**src/rtl/instr_fetch_decode.sv**
```systemverilog
// Program store, fetch register, instruction decode and condition-flag
// register sitting between the sequencer, the datapath and the load port.
module instr_fetch_decode #(
    parameter int DEPTH = 32,
    parameter int IW    = 16,
    parameter int AW    = 8
) (
    input  logic          clk,
    input  logic          reset,
    input  logic [AW-1:0] InstrAddr,
    input  logic          load_en,
    input  logic [4:0]    load_addr,
    input  logic [IW-1:0] load_data,
    input  logic [3:0]    alu_flags_in,
    output logic [IW-1:0] Instr,
    output logic          instr_valid,
    output logic [3:0]    opcode,
    output logic [2:0]    rd,
    output logic [2:0]    ra,
    output logic [5:0]    rb_imm,
    output logic          reg_we,
    output logic          flag_we,
    output logic          illegal,
    output logic [3:0]    ALUFlags
);

    localparam int MAW = (DEPTH > 1) ? $clog2(DEPTH) : 1;

    typedef enum logic [1:0] {
        RUN,
        LOAD,
        FLUSH
    } state_t;

    state_t        r_state;
    logic [IW-1:0] r_mem [DEPTH];
    logic [IW-1:0] r_instr;
    logic          r_valid;
    logic [3:0]    r_flags;

    logic          w_wr_ok;
    logic          w_rd_ok;
    logic [IW-1:0] w_fetch;
    logic          w_reg_we;
    logic          w_flag_we;
    logic          w_illegal;

    assign w_wr_ok = int'(load_addr) < DEPTH;
    assign w_rd_ok = int'(InstrAddr) < DEPTH;
    assign w_fetch = w_rd_ok ? r_mem[InstrAddr[MAW-1:0]] : '0;

    // Store is not reset; a write coinciding with reset is dropped.
    always_ff @(posedge clk) begin
        if (reset && load_en && w_wr_ok) begin
            r_mem[load_addr[MAW-1:0]] <= load_data;
        end
    end

    always_ff @(posedge clk or negedge reset) begin
        if (!reset) begin
            r_state <= RUN;
            r_instr <= '0;
            r_valid <= 1'b0;
            r_flags <= '0;
        end else begin
            // Decode is gated from the edge that enters LOAD onward.
            if (w_flag_we && !load_en) begin
                r_flags <= alu_flags_in;
            end
            unique case (r_state)
                RUN: begin
                    r_instr <= w_fetch;
                    r_valid <= !load_en;
                    if (load_en) begin
                        r_state <= LOAD;
                    end
                end
                LOAD: begin
                    r_valid <= 1'b0;
                    if (!load_en) begin
                        r_state <= FLUSH;
                    end
                end
                FLUSH: begin
                    r_instr <= w_fetch;
                    r_valid <= 1'b1;
                    r_state <= RUN;
                end
                default: begin
                    r_valid <= 1'b0;
                    r_state <= RUN;
                end
            endcase
        end
    end

    always_comb begin
        w_reg_we  = 1'b0;
        w_flag_we = 1'b0;
        w_illegal = 1'b0;
        if (r_valid) begin
            case (r_instr[15:12]) inside
                [4'd1:4'd4]: begin
                    w_reg_we  = 1'b1;
                    w_flag_we = 1'b1;
                end
                4'd5:         w_flag_we = 1'b1;
                4'd6:         w_reg_we  = 1'b1;
                [4'd8:4'd15]: w_illegal = 1'b1;
                default: begin
                    w_reg_we  = 1'b0;
                    w_flag_we = 1'b0;
                end
            endcase
        end
    end

    assign Instr       = r_instr;
    assign instr_valid = r_valid;
    assign opcode      = r_instr[15:12];
    assign rd          = r_instr[11:9];
    assign ra          = r_instr[8:6];
    assign rb_imm      = r_instr[5:0];
    assign reg_we      = w_reg_we;
    assign flag_we     = w_flag_we;
    assign illegal     = w_illegal;
    assign ALUFlags    = r_flags;

endmodule

```
**config.mk**
```make
export PLATFORM = sky130hd
export DESIGN_NAME = instr_fetch_decode
export DESIGN_NICKNAME = d
export VERILOG_FILES = /design/src/rtl/instr_fetch_decode.sv
export SDC_FILE = /design/constraint.sdc
export NUM_CORES = 1
export LEC_CHECK = 0
export ABC_AREA = 1
export CORE_MARGIN = 2
export CORE_UTILIZATION = 33
export CTS_BUF_LIST = sky130_fd_sc_hd__clkbuf_2 sky130_fd_sc_hd__clkbuf_4 sky130_fd_sc_hd__clkbuf_8
export DETAILED_ROUTE_END_ITERATION = 6
export GPL_TIMING_DRIVEN = 0
export PLACE_DENSITY = 0.52
export SYNTH_ARGS = -nofsm -noshare
export SYNTH_HDL_FRONTEND = slang
export SYNTH_SLANG_ARGS = --single-unit
```
**constraint.sdc**
```tcl
create_clock -name clk -period 1.7 [get_ports clk]
set_input_delay 0.34 -clock clk [delete_from_list [all_inputs] [get_ports clk]]
set_output_delay 0.34 -clock clk [all_outputs]
set_load 0.01 [all_outputs]
```
---- Word level (Yosys, flattened, before mapping) ----
Memory sizes are Yosys's and may differ from the RTL's.
Index checks and enable logic that the tools add are counted.
word-level totals
  flip-flop bits (word level) ............. 23
  RAM bits ................................ 512
  bits of input ports ..................... 36
  logic and storage cells ................. 43
  output and inout port bits .............. 40
  memories kept ........................... 1
memory list
  memory  words  width  rd ports  clocked after Yosys merged registers in  wr ports  line  text
  r_mem   32     16     1         0                                        1         36    logic [IW-1:0] r_mem [DEPTH];
operators by class
  eq/ne operators ......................... 6
  order comparisons ....................... 5
  multiplexer cells ....................... 19
  reduce and logical (&&, ||, !) cells .... 8
operators with widths
  kind                number
  $mux 16             1
  $mux 1              14
  $eq 4x3->1 const B  2
  $lt 8x6->1 const B  1
  $ge 4x1->1 const B  1
  $ge 4x4->1 const B  1
  $le 4x3->1 const B  1
  $le 4x4->1 const B  1
  $logic_and 1x1->1   4
  $mux 2              2
  $ne 2x2->1 const B  2
  $pmux 2 s2          1
  $eq 2x1->1 const B  1
  $eq 2x2->1 const B  1
  $logic_not 2->1     1
  $pmux 1 s2          1
  $reduce_and 2->1    1
  $reduce_or 2->1     1
  $logic_not 1->1     1

---- Depth between registers and ports, before layout ----
  depth in word-level cells ............... 7
  gate-level depth with buffers ........... 12
  depth with buffers taken out ............ 9

---- Worst setup path before layout ----
Ideal clock, no wire load.
  path kind ............................... in2reg
  start point ............................. input port reset
  end point ............................... memory r_mem[0][0], enable pin
  path buffers ............................ 0
  setup slack ............................. -0.082 ns
  setup time .............................. 0.388 ns
  data arrival time ....................... 1.393 ns
  cell stages on the path ................. 4
  path through ............................ nand2_1 -> inv_1 -> nand3_1 -> nor2_1
on the way
  word-level cells in the longest chain between the ends .. 3
RTL lines
  element                       line  text
  start: declaration            9     input logic reset,
  $logic_and 1x1->1             54    if (reset && load_en && w_wr_ok) begin
  $mux 1                        54
  $mux 1 (implied by the code)  55    r_mem[load_addr[MAW-1:0]] <= load_data;
  end: declaration              36
Every way passes these cells.

---- Worst setup path after layout ----
  start point ............................. register r_instr[15], in the netlist Instr[15]
  end point ............................... output port flag_we
on the way
  word-level cells in the longest chain between the ends .. 4
RTL lines
  element                                                       line  text
  start: declaration                                            37    logic [IW-1:0] r_instr;
  start signal: assignment                                      72    r_instr <= w_fetch;
  start signal: assignment                                      85    r_instr <= w_fetch;
  $ge 4x1->1 (no line), or another cell as far along            n/a
  $logic_and 1x1->1 (no line) / $mux 1 (equally long branches)  n/a
  $mux 1 *                                                      102   case (r_instr[15:12]) inside
  $mux 1 *                                                      101   if (r_valid) begin
  end: declaration                                              22    output logic flag_we,
Every way passes the cells marked *; elsewhere a longest branch is shown, timed or not.

==> qor.yml <==
worst_setup_path:
  cp_max_fo: 2
  critPathLaunchType: "flip-flop"
  worstPathCellList: "inv_1 -> nand2_2 -> a21oi_2 -> o31a_1 -> buf_2"
  r2r_cells: 9
  worstPathRequired_ps: 1360
  cp_slowest_stage_delay_ps: 400
  arrival_ps: 1640
  cpLargestDelayFamily: "flip-flops"
  r2r-end: "ALUFlags[3]$_DFFE_PN0P_"
  r2r-start: "Instr[12]$_DFFE_PN0P_"
  worst-path-buf-inv: 2
  endpoint_kind: "output pin"
  crit_slowest_cell: "dfrtp_1"
  rrSetupSlack_ps: 200
  path_class: "reg -> out"
final_layout:
  drive_gt1_share_pct: 20.0
  diodes: 0
  fillers: 6182
  finalNonFillerCells: 3016
  fin_nets: 2117
  syn_to_final_growth_pct: 21.7
  design_area_um2: 26700
timing:
  layout_setup_ws_ps: -276
  fmax_mhz: 506
  finClkSkew_ps: 27.4
  max_slew_margin_pct: 36.7
  hold_viol: 0
  setup_viol_count_final: 9
  drv_slew: 0
  rsz0062_at_grt: "yes"
  worstMarginPinSlew_ps: 950
  hold_slack_ps: 238
  timing.final.crit_share_pct: 116
  finalWorstPathRequiredPeriod_ps: 1980
detailed_routing:
  postRouteAntennaNets: 0
  routed_wl_mm: 64.7
  drc: 0
  routedWlPerCell_um: 21.4
  via_per_inst: 4.97
  drt_iter0_drc: 1437
  dr.pass1.iters: 7
  vias: 15000
synth:
  syn-instance-count: 1853
  syn_area_per_cell_um2: 11.8
  ys_seq_elements: 535
  synthFlopType: "edfxtp_1"
  yosysTopAreaCellShare_pct: 70.2
  yosysTopAreaCell: "edfxtp_1"
  synth_edf_count: 512
  syn-num-nets: 1889
  synthTopCellsByCount: "nand2_1, edfxtp_1, nand3_1, buf_2, buf_4"
  ys_types: 21
  syn_area_um2: 21900
  seq_area_frac_synth_pct: 72.8
  yosysMostFrequentCell: "nand2_1"
  async_flop_share_pct: 4.30
  yosysWarnings: 0
  synth_area_leaders: "edfxtp_1, nand2_1, nand3_1"
global_route:
  grt.total_usage_pct: 19.1
  grt_pass1_wl_mm: 95.0
  grt.overflow.total: 0
  grt_start_max_net_pins: 33
  antenna_found_initial: 4
  grt_pass1_vias: 14800
placement:
  post-place-cells: 2796
  gp_congestion: 0.918
  place_ws_ps: -2760
  port_buffers: 72
  place_hpwl_mm: 41.5
  post_dp_cell_area_um2: 23800
run:
  drv_cap: 0
clocking:
  clkTransAtPathRegs_ps: 60
  clock-root-buffer: "clkbuf_8"
  clk_latency_ps: 680
  numCtsBuffers: 89
  cts_sinks: 535
  tritoncts: "built"
  clockBufferDepth: 3
  h-tree-depth: 3
pwr:
  internal-power_mw: 21.4
  switchingPower_mw: 6.73
  swShare_pct: 23.9
  seqPwrFrac_pct: 52.1
  power_frac_clock_pct: 39.8
  leakage_nw: 9.94
  vdd_drop_max_mv: 0.577
  combinationalPowerShare_pct: 8.0
  power.density_nw_per_um2: 1050
  power.total_mw: 28.1
die:
  die_y_um: 262
  rows: 94
  start_util_pct: 33.3
  io_pins: 76
  die_w_um: 262
  die-area_um2: 68500
  coreArea_um2: 65700
min_path:
  min_to: "ALUFlags[3]$_DFFE_PN0P_"
  hold_class: "in -> reg"
  hp-start: "alu_flags_in[3]"
  min_path_cells: 3
run_status:
  status: "finished with violations"
  violations: "setup timing"
[worst max-delay path by stage]
stage                          startpoint                     end  slack [ps]  cells past startpoint
CTS                 Instr[12]$_DFFE_PN0P_                 flag_we        -310                      4
global placement                    reset  r_mem[5][10]$_DFFE_PP_       -2670                      5
finish              Instr[15]$_DFFE_PN0P_                 flag_we        -280                      5
detailed placement                  reset  r_mem[25][4]$_DFFE_PP_       -2760                      5
global route        Instr[15]$_DFFE_PN0P_                 flag_we        -370                      5
floorplan                           reset   r_mem[0][0]$_DFFE_PP_         -80                      4
[layout make-up]
cell class | instances | area [um^2] | area share (%)
plain buffers | 116 | 907 | 3.40
clock buffers | 127 | 1540 | 5.76
clock inverters | 35 | 209 | 0.784
inverters | 16 | 67.6 | 0.253
multi-input cells | 1175 | 5300 | 19.9
flip-flops and latches | 535 | 16000 | 59.8
well taps | 864 | 1080 | 4.05
repair buffers | 148 | 1610 | 6.04
[flip-flops by register name (all words and copies together) (netlist names)]
name         cells
Instr           16
instr_valid      1
r_state          2
r_mem          512
ALUFlags         4
[power by group through the flow]
| stage | combinational (mW) | sequential (mW) | clock, mW |
|---|---|---|---|
| 2_1_floorplan | 1.05 | 14.9 | 0 |
| 3_3_place_gp | 2.15 | 14.9 | 0 |
| 3_5_place_dp | 2.17 | 14.9 | 0 |
| 4_1_cts | 2.28 | 14.7 | 11.5 |
| 5_1_grt | 2.46 | 14.7 | 12.1 |
| 6_report | 2.26 | 14.7 | 11.2 |
[repair_timing]
item,CTS,global route
gates resized for setup,265,36
pin swaps,34,2
endpoints found under the hold margin,23,0
buffers inserted,68,6
hold buffers,2,0
cloned,0,0
endpoints found under the setup margin,568,262
[kinds of logic after synthesis]
logic type | count (synthesis) | synth area share (%)
compound gates | 4 | 0.108
buf+inv | 143 | 4.40
flops | 535 | 72.8
simple gates | 1171 | 22.7
[routing by layer]
metal,vias up,GRT usage (%),part of all wire [%]
li1,6948,-,-
met2,537,29.6,45
met3,119,3.69,6.8
met1,7388,27.0,45
met5,-,0,0.014
met4,2,6.61,3.0
[placed cells by master (no fill, tap or decap), types with 4 or more instances in the layout]
master	netlist	final
clkinv_2	0	11
clkbuf_1	10	5
clkbuf_4	3	41
buf_8	1	5
nand2_1	685	684
dfrtp_1	23	20
clkdlybuf4s50_1	0	14
inv_1	14	11
buf_12	1	29
clkdlybuf4s15_1	0	4
buf_4	39	65
clkinv_1	0	19
edfxtp_1	512	512
nand3_1	448	443
buf_6	25	69
nor2_4	0	30
buf_2	39	47
clkbuf_2	0	14
clkbuf_8	0	93
nand3_4	0	4
[tightest hold or removal path: cells and delay by family]
family / cells / cell delay, ps
simple gates: 2 / 130
buf+inv: 1 / 400
[per-stage QoR]
stage | utilization [%] | TNS, ps
floorplan | - | -41910
global placement | 36.1 | -1685380
detailed placement | 36.2 | -1332180
CTS | 40.6 | -1720
global route | 40.6 | -2090
finish | 40.6 | -1230
Power figures use the tool's default switching activity.
